## config.mk

```make
export PLATFORM = sky130hd
export DESIGN_NAME = seg7_scan_display_flat
export DESIGN_NICKNAME = d
export VERILOG_FILES = /design/src/rtl/seg7_scan_if.sv /design/src/rtl/seg7_scan_display.sv /design/src/flat_wrapper.sv
export SDC_FILE = /design/constraint.sdc
export NUM_CORES = 1
export LEC_CHECK = 0
export ABC_AREA = 1
export CAP_MARGIN = 20
export CELL_PAD_IN_SITES_DETAIL_PLACEMENT = 1
export CELL_PAD_IN_SITES_GLOBAL_PLACEMENT = 2
export CORE_UTILIZATION = 30
export CTS_CLUSTER_DIAMETER = 200
export DETAILED_ROUTE_END_ITERATION = 8
export PLACE_DENSITY_LB_ADDON = 0.1
export SYNTH_ARGS = -nofsm -noshare
export SYNTH_HDL_FRONTEND = slang
export SYNTH_SLANG_ARGS = --single-unit
```

## constraint.sdc

```tcl
create_clock -name clk -period 1.6 [get_ports clk]
set_input_delay 0.16 -clock clk [delete_from_list [all_inputs] [get_ports clk]]
set_output_delay 0.16 -clock clk [all_outputs]
set_load 0.01 [all_outputs]
```

## src/rtl/seg7_scan_if.sv

```systemverilog
// Bus between the register-select mux and the seven-segment scan driver.
// The master supplies the value, load strobe and decimal points. The slave
// returns the registered anode, segment and decimal-point drives.
interface seg7_scan_if;
   logic [15:0] value;
   logic        load;
   logic [3:0]  dp_en;
   logic [3:0]  AN;
   logic [6:0]  BCD;
   logic        DP;

   modport master (
      output value, load, dp_en,
      input  AN, BCD, DP
   );

   modport slave (
      input  value, load, dp_en,
      output AN, BCD, DP
   );
endinterface

```

## src/rtl/seg7_scan_display.sv

```systemverilog
// Time-multiplexed 4-digit hex display driver for a common-anode display.
// A load strobe captures the value into a shadow register. The shadow is
// committed to the displayed copy only at a frame boundary (digit 3 -> 0), so
// a frame never shows a mix of old and new digits. Each digit slot opens with
// BLANK_CYC cycles with all anodes off, which suppresses ghosting between digits.
module seg7_scan_display #(
   parameter int SCAN_DIV  = 50000,
   parameter int BLANK_CYC = 500,
   parameter int BLANK_LZ  = 1
) (
   input  logic   clk,
   input  logic   reset,
   seg7_scan_if.slave bus
);

   localparam int TICK_W = (SCAN_DIV > 1) ? $clog2(SCAN_DIV) : 1;
   localparam logic [TICK_W-1:0] TICK_LAST  = TICK_W'(SCAN_DIV - 1);
   localparam logic [TICK_W-1:0] BLANK_TICK = TICK_W'(BLANK_CYC);
   localparam logic [6:0] SEG_OFF = 7'b1111111;

   logic [TICK_W-1:0] tick;
   logic [1:0]        digit;
   logic [15:0]       shadow;
   logic [15:0]       shown;
   logic              pending;

   logic       slot_end;
   logic       frame_end;
   logic       in_blank;
   logic       lz_blank;
   logic [3:0] nibble;
   logic [3:0] an_nxt;
   logic [6:0] bcd_nxt;
   logic       dp_nxt;

   // Active-low {g,f,e,d,c,b,a} pattern for one hex nibble.
   function automatic logic [6:0] hex_to_seg(input logic [3:0] n);
      logic [6:0] s;
      unique case (n)
         4'h0: s = 7'b1000000;
         4'h1: s = 7'b1111001;
         4'h2: s = 7'b0100100;
         4'h3: s = 7'b0110000;
         4'h4: s = 7'b0011001;
         4'h5: s = 7'b0010010;
         4'h6: s = 7'b0000010;
         4'h7: s = 7'b1111000;
         4'h8: s = 7'b0000000;
         4'h9: s = 7'b0010000;
         4'hA: s = 7'b0001000;
         4'hB: s = 7'b0000011;
         4'hC: s = 7'b1000110;
         4'hD: s = 7'b0100001;
         4'hE: s = 7'b0000110;
         default: s = 7'b0001110;
      endcase
      return s;
   endfunction

   assign slot_end  = (tick == TICK_LAST);
   assign frame_end = slot_end && (digit == 2'd3);
   assign in_blank  = (tick < BLANK_TICK);
   assign nibble    = shown[{digit, 2'b00} +: 4];

   // Slot timer and digit selector. The digit advances when the slot timer wraps.
   always_ff @(posedge clk or posedge reset) begin
      if (reset) begin
         tick  <= '0;
         digit <= '0;
      end else if (slot_end) begin
         tick  <= '0;
         digit <= digit + 2'd1;
      end else begin
         tick  <= tick + 1'b1;
      end
   end

   // Shadow capture on load, and commit to the displayed copy at the frame boundary.
   always_ff @(posedge clk or posedge reset) begin
      if (reset) begin
         shadow  <= '0;
         shown   <= '0;
         pending <= 1'b0;
      end else begin
         // NOTE: non-blocking assignment is what makes a load on the commit edge
         // safe. 'shown' takes the shadow value from before this edge, and the
         // later 'pending <= 1' overrides the clear, so the new value waits a frame.
         if (frame_end && pending) begin
            shown   <= shadow;
            pending <= 1'b0;
         end
         if (bus.load) begin
            shadow  <= bus.value;
            pending <= 1'b1;
         end
      end
   end

   // Leading-zero suppression. A digit is blank when it and every digit above it are zero.
   always_comb begin
      lz_blank = 1'b0;
      if (BLANK_LZ != 0) begin
         unique case (digit)
            2'd1:    lz_blank = (shown[15:4]  == 12'h000);
            2'd2:    lz_blank = (shown[15:8]  == 8'h00);
            2'd3:    lz_blank = (shown[15:12] == 4'h0);
            default: lz_blank = 1'b0;
         endcase
      end
   end

   // Next drive for the output register. Exactly one anode goes low, and only outside the blank window.
   always_comb begin
      // NOTE: every output gets a default before any branch, so no latch is inferred.
      an_nxt  = 4'b1111;
      bcd_nxt = SEG_OFF;
      dp_nxt  = 1'b1;
      if (!in_blank) begin
         an_nxt[digit] = 1'b0;
         bcd_nxt       = lz_blank ? SEG_OFF : hex_to_seg(nibble);
         dp_nxt        = ~bus.dp_en[digit];
      end
   end

   // Registered pin drives. Reset turns every segment off without waiting for a clock edge.
   always_ff @(posedge clk or posedge reset) begin
      if (reset) begin
         bus.AN  <= 4'b1111;
         bus.BCD <= SEG_OFF;
         bus.DP  <= 1'b1;
      end else begin
         bus.AN  <= an_nxt;
         bus.BCD <= bcd_nxt;
         bus.DP  <= dp_nxt;
      end
   end

endmodule

```

## src/flat_wrapper.sv

```systemverilog
// flat-port wrapper written by rule: the top's interface ports become plain ports
module seg7_scan_display_flat 
#(
   parameter int SCAN_DIV  = 50000,
   parameter int BLANK_CYC = 500,
   parameter int BLANK_LZ  = 1
)
  (clk, reset, bus_value, bus_load, bus_dp_en, bus_AN, bus_BCD, bus_DP);
  seg7_scan_if bus_i ();
  input  logic clk;
  input  logic reset;
  input wire logic [$bits(bus_i.value)-1:0] bus_value;
  input wire logic [$bits(bus_i.load)-1:0] bus_load;
  input wire logic [$bits(bus_i.dp_en)-1:0] bus_dp_en;
  output wire logic [$bits(bus_i.AN)-1:0] bus_AN;
  output wire logic [$bits(bus_i.BCD)-1:0] bus_BCD;
  output wire logic [$bits(bus_i.DP)-1:0] bus_DP;
  assign bus_i.value = bus_value;
  assign bus_i.load = bus_load;
  assign bus_i.dp_en = bus_dp_en;
  assign bus_AN = bus_i.AN;
  assign bus_BCD = bus_i.BCD;
  assign bus_DP = bus_i.DP;
  seg7_scan_display #(.SCAN_DIV(SCAN_DIV), .BLANK_CYC(BLANK_CYC), .BLANK_LZ(BLANK_LZ)) u_core (.clk(clk), .reset(reset), .bus(bus_i));
endmodule
```

# Yosys cells after proc, flatten, opt, wreduce, memory -nomap -nowiden
# Memory sizes are Yosys's and may differ from the RTL's.
# Index checks and enable logic that the tools add are counted.
# W data, S select, Z words.
# word_totals
regBits	63
romBits	112
input_bits	23
output_inout_bits	12
word_cells	40
n_memories	1
# op_classes
addsub	2
order_cmp	3
eq_ne	4
n_shift	1
mux	12
bitwise	2
n_reduce_logical	7
# mem_list
memory	depth	word_bits	rd	rd_clocked_by_memory_dff	wr	line_no	rtl
(name not given)	16	7	1	0	0	seg7_scan_display.sv:39	unique case (n)
# op_table
operator	n
$add A16 B1 Y16 const B	1
$eq A16 B16 Y1 const B	1
$lt A16 B9 Y1 const B	1
$mux W16	1
$shiftx A16 B5 Y4	1
$mux W7	2
$logic_not A12 Y1	1
$logic_not A8 Y1	1
$mux W1	5
$eq A2 B2 Y1 const B	2
$logic_not A4 Y1	1
$mux W4	1
$not A4 Y4	1
$logic_and A1 B1 Y1	3
$lt A2 B3 Y1 const B	1
$pmux W1 S3	1
$add A2 B1 Y2 const B	1
$bmux W1 S2	1
$demux W1 S2	1
$eq A2 B1 Y1 const B	1
$ge A2 B1 Y1 const B	1
$reduce_bool A2 Y1	1
$not A1 Y1	1

# Longest topological paths before layout
# Gate-level depths: netlist of run 1.
# logic_depth
ltp_word	6
depth_mapped	13
depth_no_buf	12

# Worst setup path before layout of run 1
# OpenSTA, ideal clock, no wires.
# synth_timing
kind	register to register
startpoint	reg u_core.digit[0]
endpoint	reg u_core.bus.BCD[5]
setup_ps	84
arrival_time_ps	1479
required_ps	1516
setup_slack_ps	37
stages_incl_launch_ff	12
path_buffers	1
synth_period_minus_slack_ps	1563
cell_sequence	dfrtp_1 > inv_1 > buf_4 > nand2_1 > nand3_1 > nand2_1 > inv_1 > ha_1 > nand3_1 > nand2_1 > a21oi_1 > nand2_1
# synth_between
elab_chain_cells	4
word_cells_on_any_way	8
classes_between	3 x eq/ne; 1 x shift; 3 x mux; 1 x memory
# synth_rtl
item	line_no	rtl
from (decl)	seg7_scan_display.sv:22	logic [1:0] digit;
from (signal assigned)	seg7_scan_display.sv:72	digit <= digit + 2'd1;
$shiftx A16 B5 Y4, or another cell as far along	seg7_scan_display.sv:63	assign nibble = shown[{digit, 2'b00} +: 4];
$mem_v2 Z16 W7 or $pmux W1 S3 (tied branches)	-	
$mux W7 (*)	seg7_scan_display.sv:120	bcd_nxt = lz_blank ? SEG_OFF : hex_to_seg(nibble);
$mux W7 (*)	seg7_scan_display.sv:118	if (!in_blank) begin
net u_core.bcd_nxt[5]	seg7_scan_display.sv:33	logic [6:0] bcd_nxt;
to (signal assigned)	seg7_scan_display.sv:133	bus.BCD <= bcd_nxt;
to (decl)	seg7_scan_if.sv:19	output AN, BCD, DP
# Mark *: on every way through the listed nets, which the timed path passes. The rest lies on a longest branch.
# A chain may end at the register's enable or synchronous reset.

# Final worst setup path of run 1
# layout_timing
startpoint	reg u_core.bus.DP
endpoint	out bus_DP
# layout_lines
item	line_no	rtl
from (decl)	seg7_scan_if.sv:19	
from (signal assigned)	seg7_scan_display.sv:134	bus.DP <= dp_nxt;
to (decl)	flat_wrapper.sv:17	output wire logic [$bits(bus_i.DP)-1:0] bus_DP;
# No word-level cell between the ends.

==> qor.csv, run 1 <==
metric,value,unit
reg2reg_to,u_core.bus.BCD[6],
cp-start-kind,flop,
multi_input_comb_area,0.001578,mm^2
floorplan.initialDensity,30.98,%
finalCritPeriodShare,97.66,%
postSynthNetCount,436,
portBuffers,34,
dieArea,0.01113,mm^2
finClkSkew,0.01175,ns
synth.ff_latch_count,63,
power.density_cell_area,816.5,mW/mm^2
worst-endpoint-required,1.44,ns
synth_seq_area_share,49.53,%
critical_path_peak_fanout,1,
drtAntennaViolNets,0,
h-tree-depth,3,
cts.sinks,63,
core_area,0.01037,mm^2
worst_path_bufs_invs,1,
cpPeakStageDelay,0.53,ns
achievable-frequency,640.0,MHz
worstPathArrival,1.40,ns
power_leakage,2.131,nW
antenna_cells,0,
drt_pre_antenna_iters,4,
irDropWorstVdd,0.4991,mV
fp.dieW,105.5,um
run_status,completed,
r2r_cells,7,
worst_slew_pin_slew,0.4119,ns
rows,37,
place_congestion,0.7615,
hold_path.class,input pin to async pin,
drv_cap,0,
critical-path-slowest-cell,sky130_fd_sc_hd__clkdlybuf4s50_1,
area_growth_syn_to_layout,36.72,%
path_clk_slew,0.08,ns
crit_type,flop to primary output,
drc_violations_left,0,
postRouteWirelength,8406,um
reg2reg_from,u_core.digit[0],
groute.usage.overall,16.30,%
synth.yosys.warnings,0,
drive_gt1_share,23.32,%
clock_tree.root_cell,sky130_fd_sc_hd__clkbuf_8,
worstSetupEndpointType,primary output,
grt-ovfl-total,0,
clk_latency,0.35,ns
finalHoldViolCount,0,
synth_top_cell_by_area,sky130_fd_sc_hd__dfrtp_1,
layout_min_cycle_time,1.563,ns
dp_hpwl,6104,um
clock_tree_buf_depth,2,
grt_setup_unrepaired,true,
first_global_vias,2792,
postSynthCellCount,401,
cts_tree,done,
viasPerCell,4.508,
synthesis.area,0.003213,mm^2
cts_inserted_buffers,9,
detailedRoute.firstIterationViolations,116,
slew_headroom,72.48,%
synthTopCellsByArea,"sky130_fd_sc_hd__dfrtp_1 (40%), sky130_fd_sc_hd__nand2_1 (20%), sky130_fd_sc_hd__dfstp_2 (9.8%)",
setup_violations_final,0,
drv_slew,0,
first_pass_grt_wire_length,13990,um
ys_types,30,
maximum_number_of_pins_on_one_net_before_global_route_repair,29,
final_net_count,506,
worstSetupStartpoint,u_core.bus.DP,
syn_avg_cell_area,8.013,um^2
final_cell_count_no_fill,612,
fin_tns_setup,0,ns
numPlacedInstances,589,
endpoint,bus_DP,
critPathTopFamily,buffers and inverters,
number_of_primary_i_o_pins,35,
vias,2759,
timing.critical_path.cells,clkdlybuf4s50_1,
n_fill_cell,1264,
post-synth-top-area-fraction,39.72,%
antenna_found_initial,0,
routed_wire_length_per_instance,13.74,um
crit_cells,1,
die_y,105.5,um
timing.reg2reg.setup_slack,0.07,ns
ff_latch_area,0.001594,mm^2
sequential cells by signal, indices dropped and copies added, names as in the netlist:
name and count:
u_core.shadow 16, u_core.tick 16, u_core.pending 1, u_core.shown 16
u_core.bus.DP 1, u_core.bus.AN 4, u_core.digit 2, u_core.bus.BCD 7
Yosys cell counts:
library cell               instances
sky130_fd_sc_hd__nand3_1          25
sky130_fd_sc_hd__nor3b_1           2
sky130_fd_sc_hd__ha_1             12
sky130_fd_sc_hd__nor3_1            3
sky130_fd_sc_hd__nand2_1         168
sky130_fd_sc_hd__dfstp_2          12
sky130_fd_sc_hd__nand3_4           1
sky130_fd_sc_hd__o211ai_1          1
sky130_fd_sc_hd__inv_1            31
sky130_fd_sc_hd__o22ai_1           1
sky130_fd_sc_hd__nand3_2           1
sky130_fd_sc_hd__and2_0            1
sky130_fd_sc_hd__xor2_1            8
sky130_fd_sc_hd__buf_4             4
sky130_fd_sc_hd__clkinv_1          1
sky130_fd_sc_hd__a21oi_4           1
sky130_fd_sc_hd__nor2_4            1
sky130_fd_sc_hd__a21oi_1           5
sky130_fd_sc_hd__nand4_1          22
sky130_fd_sc_hd__nand2_4           1
sky130_fd_sc_hd__dfrtp_1          51
sky130_fd_sc_hd__inv_2             2
sky130_fd_sc_hd__nor2_2            1
sky130_fd_sc_hd__buf_2             2
sky130_fd_sc_hd__clkbuf_1          5
sky130_fd_sc_hd__nor2_1           26
sky130_fd_sc_hd__buf_6             1
sky130_fd_sc_hd__nand2_2           3
sky130_fd_sc_hd__o21ai_0           8
sky130_fd_sc_hd__inv_4             1
power breakdown:
group / internal (mW) / switching (mW) / leakage (nW)
registers: 1.63 / 0.0207 / 0.787
clock network: 1.09 / 0.697 / 0.124
logic: 0.0772 / 0.0746 / 1.22
worst min-delay path by stage:
| stage | start | endpoint | slack (ns) |
|---|---|---|---|
| after CTS | reset | u_core.shadow[13] | 0.16 |
| after global placement | u_core.shadow[15] | u_core.shadow[15] | 0.46 |
| final | reset | u_core.shadow[13] | 0.15 |
| after global routing | reset | u_core.shadow[13] | 0.18 |
| after detailed placement | u_core.shadow[5] | u_core.shadow[5] | 0.46 |
| after floorplan | reset | u_core.digit[0] | 0.28 |
routing by layer:
metal  track usage [%]  up-vias  share of wire [%]
li1                  -     1417                  -
met1             21.27     1286                 47
met2             26.46       45                 49
met3             3.649       11                3.0
met4             5.952        0                1.6
met5                 0        -                  0
metrics by stage:
stage	util, %	hold slack [ns]	worst slack [ns]	power [mW]	area, um^2
2_1_floorplan	-	0.2766	0.03705	1.738	3217
3_3_place_gp	37.80	0.4587	-0.02163	1.830	3920
3_5_place_dp	37.80	0.4629	-0.07402	1.837	3920
4_1_cts	40.58	0.1560	0.01145	3.638	4208
5_1_grt	42.36	0.1795	-0.02847	3.731	4393
6_report	42.36	0.1454	0.03744	3.587	4393
cell type report:
class                           instances  area share (%)
Inverter                               35           3.190
Sequential cell                        63           36.29
Timing Repair Buffer                   70           14.98
Clock buffer                           10           3.133
Clock inverter                          6           2.620
Tap cell                              136           3.874
Multi-Input combinational cell        292           35.92
placed cells by master, fill, tap and decap left out, drive strengths merged:
master and n:
dfstp 12, clkinvlp 2, nor3 3, clkinv 1, o21ai 8, and2 1
dfrtp 51, nand3 28, clkdlybuf4s50 33, buf 36, clkbuf 10, nor2 28
ha 12, o22ai 1, bufinv 3, nor3b 2, nand4 22, inv 35
o211ai 1, a21oi 6, nand2 172, xor2 8, dlymetal6s2s 1
kinds of logic (layout without fill, tap and decap cells):
| kind of cell | count (synthesis) | count (layout) | share of synthesized area, % |
|---|---|---|---|
| AO/OA/AOI/OAI | 16 | 16 | 2.960 |
| XOR/XNOR | 8 | 8 | 2.181 |
| flip-flops | 63 | 63 | 49.53 |
| AND/OR/NAND/NOR | 255 | 256 | 34.31 |
| adder cells (fa/ha/maj) | 12 | 12 | 4.673 |
| buffers and inverters | 47 | 121 | 6.347 |
what timing repair did:
item | in CTS | in global routing
endpoints found under the setup margin | 8 | 28
setup buffers | 1 | 5
resized for setup | 10 | 34
hold buffers | 0 | 0
cloned | 0 | 1
pin swaps | 3 | 11
No activity file was read; power rests on OpenSTA's default activity.
==> run 2: changes to the inputs <==
--- a/config.mk
+++ b/config.mk
@@ -13,6 +13,7 @@
 export CTS_CLUSTER_DIAMETER = 200
 export DETAILED_ROUTE_END_ITERATION = 8
 export PLACE_DENSITY_LB_ADDON = 0.1
+export SLEW_MARGIN = 20
 export SYNTH_ARGS = -nofsm -noshare
 export SYNTH_HDL_FRONTEND = slang
 export SYNTH_SLANG_ARGS = --single-unit
==> constraint.sdc (replaced) <==
create_clock -name clk -period 1.6 [get_ports clk]
set_input_delay 0.24 -clock clk [delete_from_list [all_inputs] [get_ports clk]]
set_output_delay 0.24 -clock clk [all_outputs]
set_load 0.01 [all_outputs]
==> run 2 against run 1 <==
- clock power fell by 22%
- critical path depth increased by 11
- non-clock buffer count up 6
- via count up 1.0%
- critical path type is now flop to flop
- critical endpoint is now u_core.bus.BCD[0]
==> qor.csv, run 2 (synthesis results as in run 1) <==
metric,value,unit,change
clock_tree.root_cell,sky130_fd_sc_hd__clkbuf_8,,
dp_hpwl,5800,um,-5.0%
final_net_count,512,,+1.2%
fin_tns_setup,0,ns,unchanged
first_pass_grt_wire_length,14030,um,+0.29%
drtAntennaViolNets,0,,unchanged
clock_tree_buf_depth,2,,unchanged
finish.utilization,42.37,%,about the same
drive_gt1_share,25.52,%,+2.2 points
place_congestion,0.7587,,-0.37%
crit_type,flop to flop,,
clk_latency,0.35,ns,about the same
rows,37,,unchanged
worstPathArrival,1.83,ns,+0.43 ns
met3_capacity_usage_during_global_routing,4.020,%,+0.37 points
h-tree-depth,3,,unchanged
groute.usage.overall,16.10,%,-0.19 points
power_leakage,2.112,nW,-0.91%
hold_path.class,input pin to async pin,,
maximum_number_of_pins_on_one_net_before_global_route_repair,64,,+120%
floorplan.initialDensity,30.98,%,unchanged
worstSetupEndpointType,flop,,
irDropWorstVdd,0.4209,mV,-16%
finalCritPeriodShare,96.86,%,-0.80 points
run_status,completed,,
first_global_vias,2847,,+2.0%
viasPerCell,4.510,,about the same
portBuffers,34,,unchanged
layout_common_cells,"sky130_fd_sc_hd__nand2_1 (156), sky130_fd_sc_hd__dfrtp_1 (49), sky130_fd_sc_hd__buf_4 (37), sky130_fd_sc_hd__inv_1 (27), sky130_fd_sc_hd__nor2_1 (26)",,
finalHoldViolCount,0,,unchanged
layout_commonest_cell,sky130_fd_sc_hd__nand2_1,,
antenna_found_initial,0,,unchanged
antenna_cells,0,,unchanged
fp.dieW,105.5,um,unchanged
area_growth_syn_to_layout,36.76,%,about the same
worst_slew_pin_slew,0.3534,ns,-0.05843 ns
dieArea,0.01113,mm^2,unchanged
achievable-frequency,645.3,MHz,+0.83%
cts.sinks,63,,unchanged
path_clk_slew,0.08,ns,about the same
numPlacedInstances,588,,-0.17%
cp-start-kind,flop,,
final_cell_count_no_fill,618,,+0.98%
layout_min_cycle_time,1.550,ns,-0.01279 ns
vias,2787,,+1.0%
number_of_primary_i_o_pins,35,,unchanged
timing.reg2reg.setup_slack,0.05,ns,-0.02 ns
drc_violations_left,0,,unchanged
core_area,0.01037,mm^2,unchanged
worst-endpoint-required,1.88,ns,+0.44 ns
detailedRoute.firstIterationViolations,67,,-42%
met2_usage,26.88,%,+0.42 points
drv_cap,0,,unchanged
n_fill_cell,1260,,-0.32%
power.density_cell_area,723.2,mW/mm^2,-11%
routed_wire_length_per_instance,13.80,um,+0.45%
setup_violations_final,0,,unchanged
die_y,105.5,um,unchanged
grtUsageMet1,21.04,%,-0.23 points
design_power_total,3.178,mW,-11%
top_usage_layer_grt,met2,,
finClkSkew,0.01282,ns,+0.001071 ns
drt_pre_antenna_iters,4,,unchanged
cts_inserted_buffers,9,,unchanged
drv_slew,0,,unchanged
postRouteWirelength,8527,um,+1.4%
slew_headroom,76.44,%,+4.0 points
grt-ovfl-total,0,,unchanged
cts_tree,done,,
largest_registers,"u_core.shadow (16), u_core.shown (16), u_core.tick (16)",,
critical_path_peak_fanout,5,,+4
run 2: cell count changes in the layout (fill, tap and decap cells not counted), moves of 3 or more:
| cell | delta |
|---|---|
| sky130_fd_sc_hd__buf_4 | +6 |
| sky130_fd_sc_hd__clkdlybuf4s50_1 | -11 |
| sky130_fd_sc_hd__clkinv_2 | +3 |
| sky130_fd_sc_hd__dlygate4sd2_1 | +12 |
| sky130_fd_sc_hd__ha_1 | -4 |
| sky130_fd_sc_hd__ha_2 | +3 |
run 2: area by class of cell:
| cell class | instances | area, um^2 | share of cell area (%) |
|---|---|---|---|
| well taps | 136 | 170.2 | 3.872 |
| inverters | 35 | 142.6 | 3.246 |
| multi-input cells | 292 | 1622 | 36.90 |
| clock inverters | 6 | 61.31 | 1.395 |
| flip-flops and latches | 63 | 1594 | 36.28 |
| clock buffers | 10 | 127.6 | 2.904 |
| repair buffers | 76 | 676.9 | 15.40 |
run 2: worst max-delay path, stage by stage, from the launching register on:
cell	delay [ns]
sky130_fd_sc_hd__dfrtp_2	0.45
sky130_fd_sc_hd__buf_6	0.14
sky130_fd_sc_hd__nand2_2	0.07
sky130_fd_sc_hd__nand2_1	0.07
sky130_fd_sc_hd__nand2_1	0.12
sky130_fd_sc_hd__nand2_4	0.09
sky130_fd_sc_hd__ha_4	0.19
sky130_fd_sc_hd__nand3_1	0.10
sky130_fd_sc_hd__nand2_1	0.06
sky130_fd_sc_hd__nand2_1	0.05
sky130_fd_sc_hd__nand2_1	0.05
sky130_fd_sc_hd__inv_1	0.04
sky130_fd_sc_hd__nand2_1	0.04
run 2: routing by layer:
metal | wire length (um) | up-vias
met5 | 0 | -
met3 | 207 | 12
li1 | - | 1425
met1 | 4003 | 1310
met2 | 4191 | 40
met4 | 125 | 0
run 2: power by group:
part           internal, mW  switching [mW]  total, mW
Clock                 0.714           0.671       1.39
Sequential             1.63          0.0196       1.65
Combinational        0.0725          0.0713      0.144
Total                  2.42           0.762       3.18
run 2: through the flow:
step	hold WS, ns	area (um^2)	worst slack [ns]
global route	0.3550	4394	-0.03392
global placement	0.4575	3900	-0.02664
detailed placement	0.4613	3900	-0.07887
finish	0.3196	4394	0.05024
CTS	0.3454	4099	0.005093
floorplan	0.3566	3217	0.03705
run 2: final timing paths:
kind | from | end | depth (start not counted)
max reg2reg | u_core.digit[0] | u_core.bus.BCD[0] | 12
min | reset | u_core.shadow[13] | 3
min in group clk | bus_value[5] | u_core.shadow[5] | 3
max in group asynchronous | reset | u_core.bus.AN[2] | 3
max | u_core.digit[0] | u_core.bus.BCD[0] | 12
min reg2reg | u_core.shadow[3] | u_core.shadow[3] | 2
run 2: repair_timing:
| action | 4_1_cts | 5_1_grt |
|---|---|---|
| pin swaps | 1 | 15 |
| setup endpoints to repair | 19 | 25 |
| gates cloned | 0 | 1 |
| setup buffers | 2 | 11 |
| hold endpoints to repair | 0 | 0 |
| gates resized for setup | 17 | 49 |
| hold buffers | 0 | 0 |
==> run 3: changes to the inputs <==
--- a/config.mk
+++ b/config.mk
@@ -13,6 +13,7 @@
 export CTS_CLUSTER_DIAMETER = 200
 export DETAILED_ROUTE_END_ITERATION = 8
 export PLACE_DENSITY_LB_ADDON = 0.1
+export RECOVER_POWER = 50
 export SLEW_MARGIN = 20
 export SYNTH_ARGS = -nofsm -noshare
 export SYNTH_HDL_FRONTEND = slang
==> run 3 against run 2 <==
- utilization down 0.16 points
- design area down 0.37%
- setup slack worse by 0.00054 ns
- first-iteration DRC count up 12%
- flip-flop and latch count unchanged
- maximum frequency about the same
- clock power about the same
- count of clock-buffer cells in the layout unchanged
- critical path type unchanged
- largest cell class unchanged
==> qor.csv, run 3 (synthesis results as in run 1) <==
metric,value,unit,change
power.density_cell_area,723.7,mW/mm^2,about the same
maximum_number_of_pins_on_one_net_before_global_route_repair,64,,unchanged
rows,37,,unchanged
antenna_cells,0,,unchanged
routed_wire_length_per_instance,13.80,um,about the same
hold_path.class,input pin to flop,,
grt-ovfl-total,0,,unchanged
worst-endpoint-required,1.88,ns,about the same
slew_headroom,42.88,%,-34 points
whs,0.4278,ns,+0.1082 ns
vias,2795,,+0.29%
antenna_found_initial,0,,unchanged
drv_slew,0,,unchanged
clock_tree_buf_depth,2,,unchanged
largest_registers,"u_core.shadow (16), u_core.shown (16), u_core.tick (16)",,
power_leakage,2.104,nW,-0.37%
layout_min_cycle_time,1.550,ns,+0.0005416 ns
drive_gt1_share,25.31,%,-0.21 points
number_of_primary_i_o_pins,35,,unchanged
critPathTopFamily,simple AND/OR/NAND/NOR gates,,
worstPathArrival,1.83,ns,about the same
run_status,completed,,
hold_path_depth,3,,
drc_violations_left,0,,unchanged
crit_cells,12,,unchanged
drv_cap,0,,unchanged
finalHoldViolCount,0,,unchanged
cell_repeated_most_along_the_worst_path,sky130_fd_sc_hd__nand2_1,,
worst_slew_pin_slew,0.8568,ns,+0.5033 ns
cpPeakStageDelay,0.45,ns,about the same
cp-start-kind,flop,,
drtAntennaViolNets,0,,unchanged
groute.usage.overall,16.10,%,unchanged
drt_pre_antenna_iters,4,,unchanged
first_pass_grt_wire_length,14030,um,unchanged
critical-path-slowest-cell,sky130_fd_sc_hd__dfrtp_2,,
n_fill_cell,1261,,+0.079%
finClkSkew,0.01285,ns,+0.00002290 ns
dp_hpwl,5800,um,unchanged
r2r_cells,12,,unchanged
ctsHoldBuffers,0,,unchanged
floorplan.initialDensity,30.98,%,unchanged
worstSetupEndpointType,flop,,
final_net_count,512,,unchanged
h-tree-depth,3,,unchanged
fp.dieW,105.5,um,unchanged
postRouteWirelength,8531,um,about the same
cts_inserted_buffers,9,,unchanged
fin_tns_setup,0,ns,unchanged
worst_path_bufs_invs,2,,unchanged
area_growth_syn_to_layout,36.25,%,
clk_latency,0.35,ns,about the same
layout_common_cells,"sky130_fd_sc_hd__nand2_1 (156), sky130_fd_sc_hd__dfrtp_1 (49), sky130_fd_sc_hd__buf_4 (36), sky130_fd_sc_hd__inv_1 (27), sky130_fd_sc_hd__nor2_1 (26)",,
crit_type,flop to flop,,
cts.sinks,63,,unchanged
setup_violations_final,0,,unchanged
multi_input_comb_area,0.001622,mm^2,unchanged
path_clk_slew,0.08,ns,about the same
cts_tree,done,,
detailedRoute.firstIterationViolations,75,,+12%
viasPerCell,4.523,,+0.29%
timing.reg2reg.setup_slack,0.05,ns,about the same
timing.critical_path.cells,buf_6 -> nand2_2 -> nand2_1 -> nand2_1 -> nand2_4 -> ha_4 -> nand3_1 -> nand2_1 -> nand2_1 -> nand2_1 -> inv_1 -> nand2_1,,
ff_latch_area,0.001594,mm^2,unchanged
finalCritPeriodShare,96.89,%,about the same
critical_path_peak_fanout,5,,unchanged
achievable-frequency,645.0,MHz,about the same
dieArea,0.01113,mm^2,unchanged
layout_commonest_cell,sky130_fd_sc_hd__nand2_1,,
clock_tree.root_cell,sky130_fd_sc_hd__clkbuf_8,,
portBuffers,34,,unchanged
irDropWorstVdd,0.4202,mV,-0.17%
place_congestion,0.7587,,unchanged
die_y,105.5,um,unchanged
first_global_vias,2847,,unchanged
core_area,0.01037,mm^2,unchanged
run 3: changes by cell type in the layout (fill, tap and decap cells not counted):
cell,before,now
sky130_fd_sc_hd__buf_4,37,36
sky130_fd_sc_hd__buf_12,2,1
sky130_fd_sc_hd__clkbuf_4,0,1
sky130_fd_sc_hd__clkdlybuf4s50_1,22,20
sky130_fd_sc_hd__clkbuf_1,1,2
sky130_fd_sc_hd__dlygate4sd3_1,0,2
run 3: routing by layer:
| layer | GRT usage (%) | wire length (um) | up-vias | part of all wire (%) |
|---|---|---|---|---|
| met5 | 0 | 0 | - | 0 |
| met4 | 3.571 | 126 | 0 | 1.5 |
| met3 | 4.020 | 205 | 12 | 2.4 |
| met2 | 26.88 | 4227 | 38 | 50 |
| met1 | 21.04 | 3972 | 1321 | 47 |
| li1 | - | - | 1424 | - |
run 3: final timing paths:
check | to | start
hold / removal | u_core.shadow[5] | bus_value[5]
setup reg to reg | u_core.bus.BCD[0] | u_core.digit[0]
hold reg to reg | u_core.shadow[3] | u_core.shadow[3]
setup / recovery | u_core.bus.BCD[0] | u_core.digit[0]
max in group asynchronous | u_core.digit[1] | reset
min in group asynchronous | u_core.shadow[13] | reset
run 3: worst min-delay path, cell delays in order:
cell and delay [ns]:
sky130_fd_sc_hd__clkdlybuf4s50_1 0.39, sky130_fd_sc_hd__nand2_1 0.06, sky130_fd_sc_hd__nand2_1 0.04
run 3: per-stage QoR:
step | util (%) | setup slack, ns | std cells | total power [mW] | cell area, um^2
2_1_floorplan | - | 0.03705 | 401 | 1.738 | 3217
3_3_place_gp | 37.61 | -0.02664 | 588 | 1.825 | 3900
3_5_place_dp | 37.61 | -0.07887 | 588 | 1.828 | 3900
4_1_cts | 39.53 | 0.005093 | 606 | 3.220 | 4099
5_1_grt | 42.22 | -0.03392 | 618 | 3.309 | 4378
6_report | 42.22 | 0.04969 | 618 | 3.168 | 4378
run 3: final cells by class:
| type | instances | share of cell area (%) |
|---|---|---|
| sequential | 63 | 36.41 |
| clock buffer | 10 | 2.915 |
| clock inverter | 6 | 1.400 |
| multi-input combinational | 292 | 37.04 |
| tap | 136 | 3.887 |
| inverter | 35 | 3.258 |
| timing repair buffer | 76 | 15.09 |
run 3: repair_timing:
item,in CTS,in global routing
pin swaps,1,15
setup endpoints to repair,19,25
resized for setup,17,49
endpoints found under the hold margin,0,0
buffers inserted,2,11
cloned,0,1
run 3: power breakdown:
group	total [mW]	switching [mW]	internal [mW]
sequential	1.65	0.0193	1.63
combinational	0.137	0.0703	0.0667
clock	1.38	0.669	0.714
total	3.17	0.758	2.41
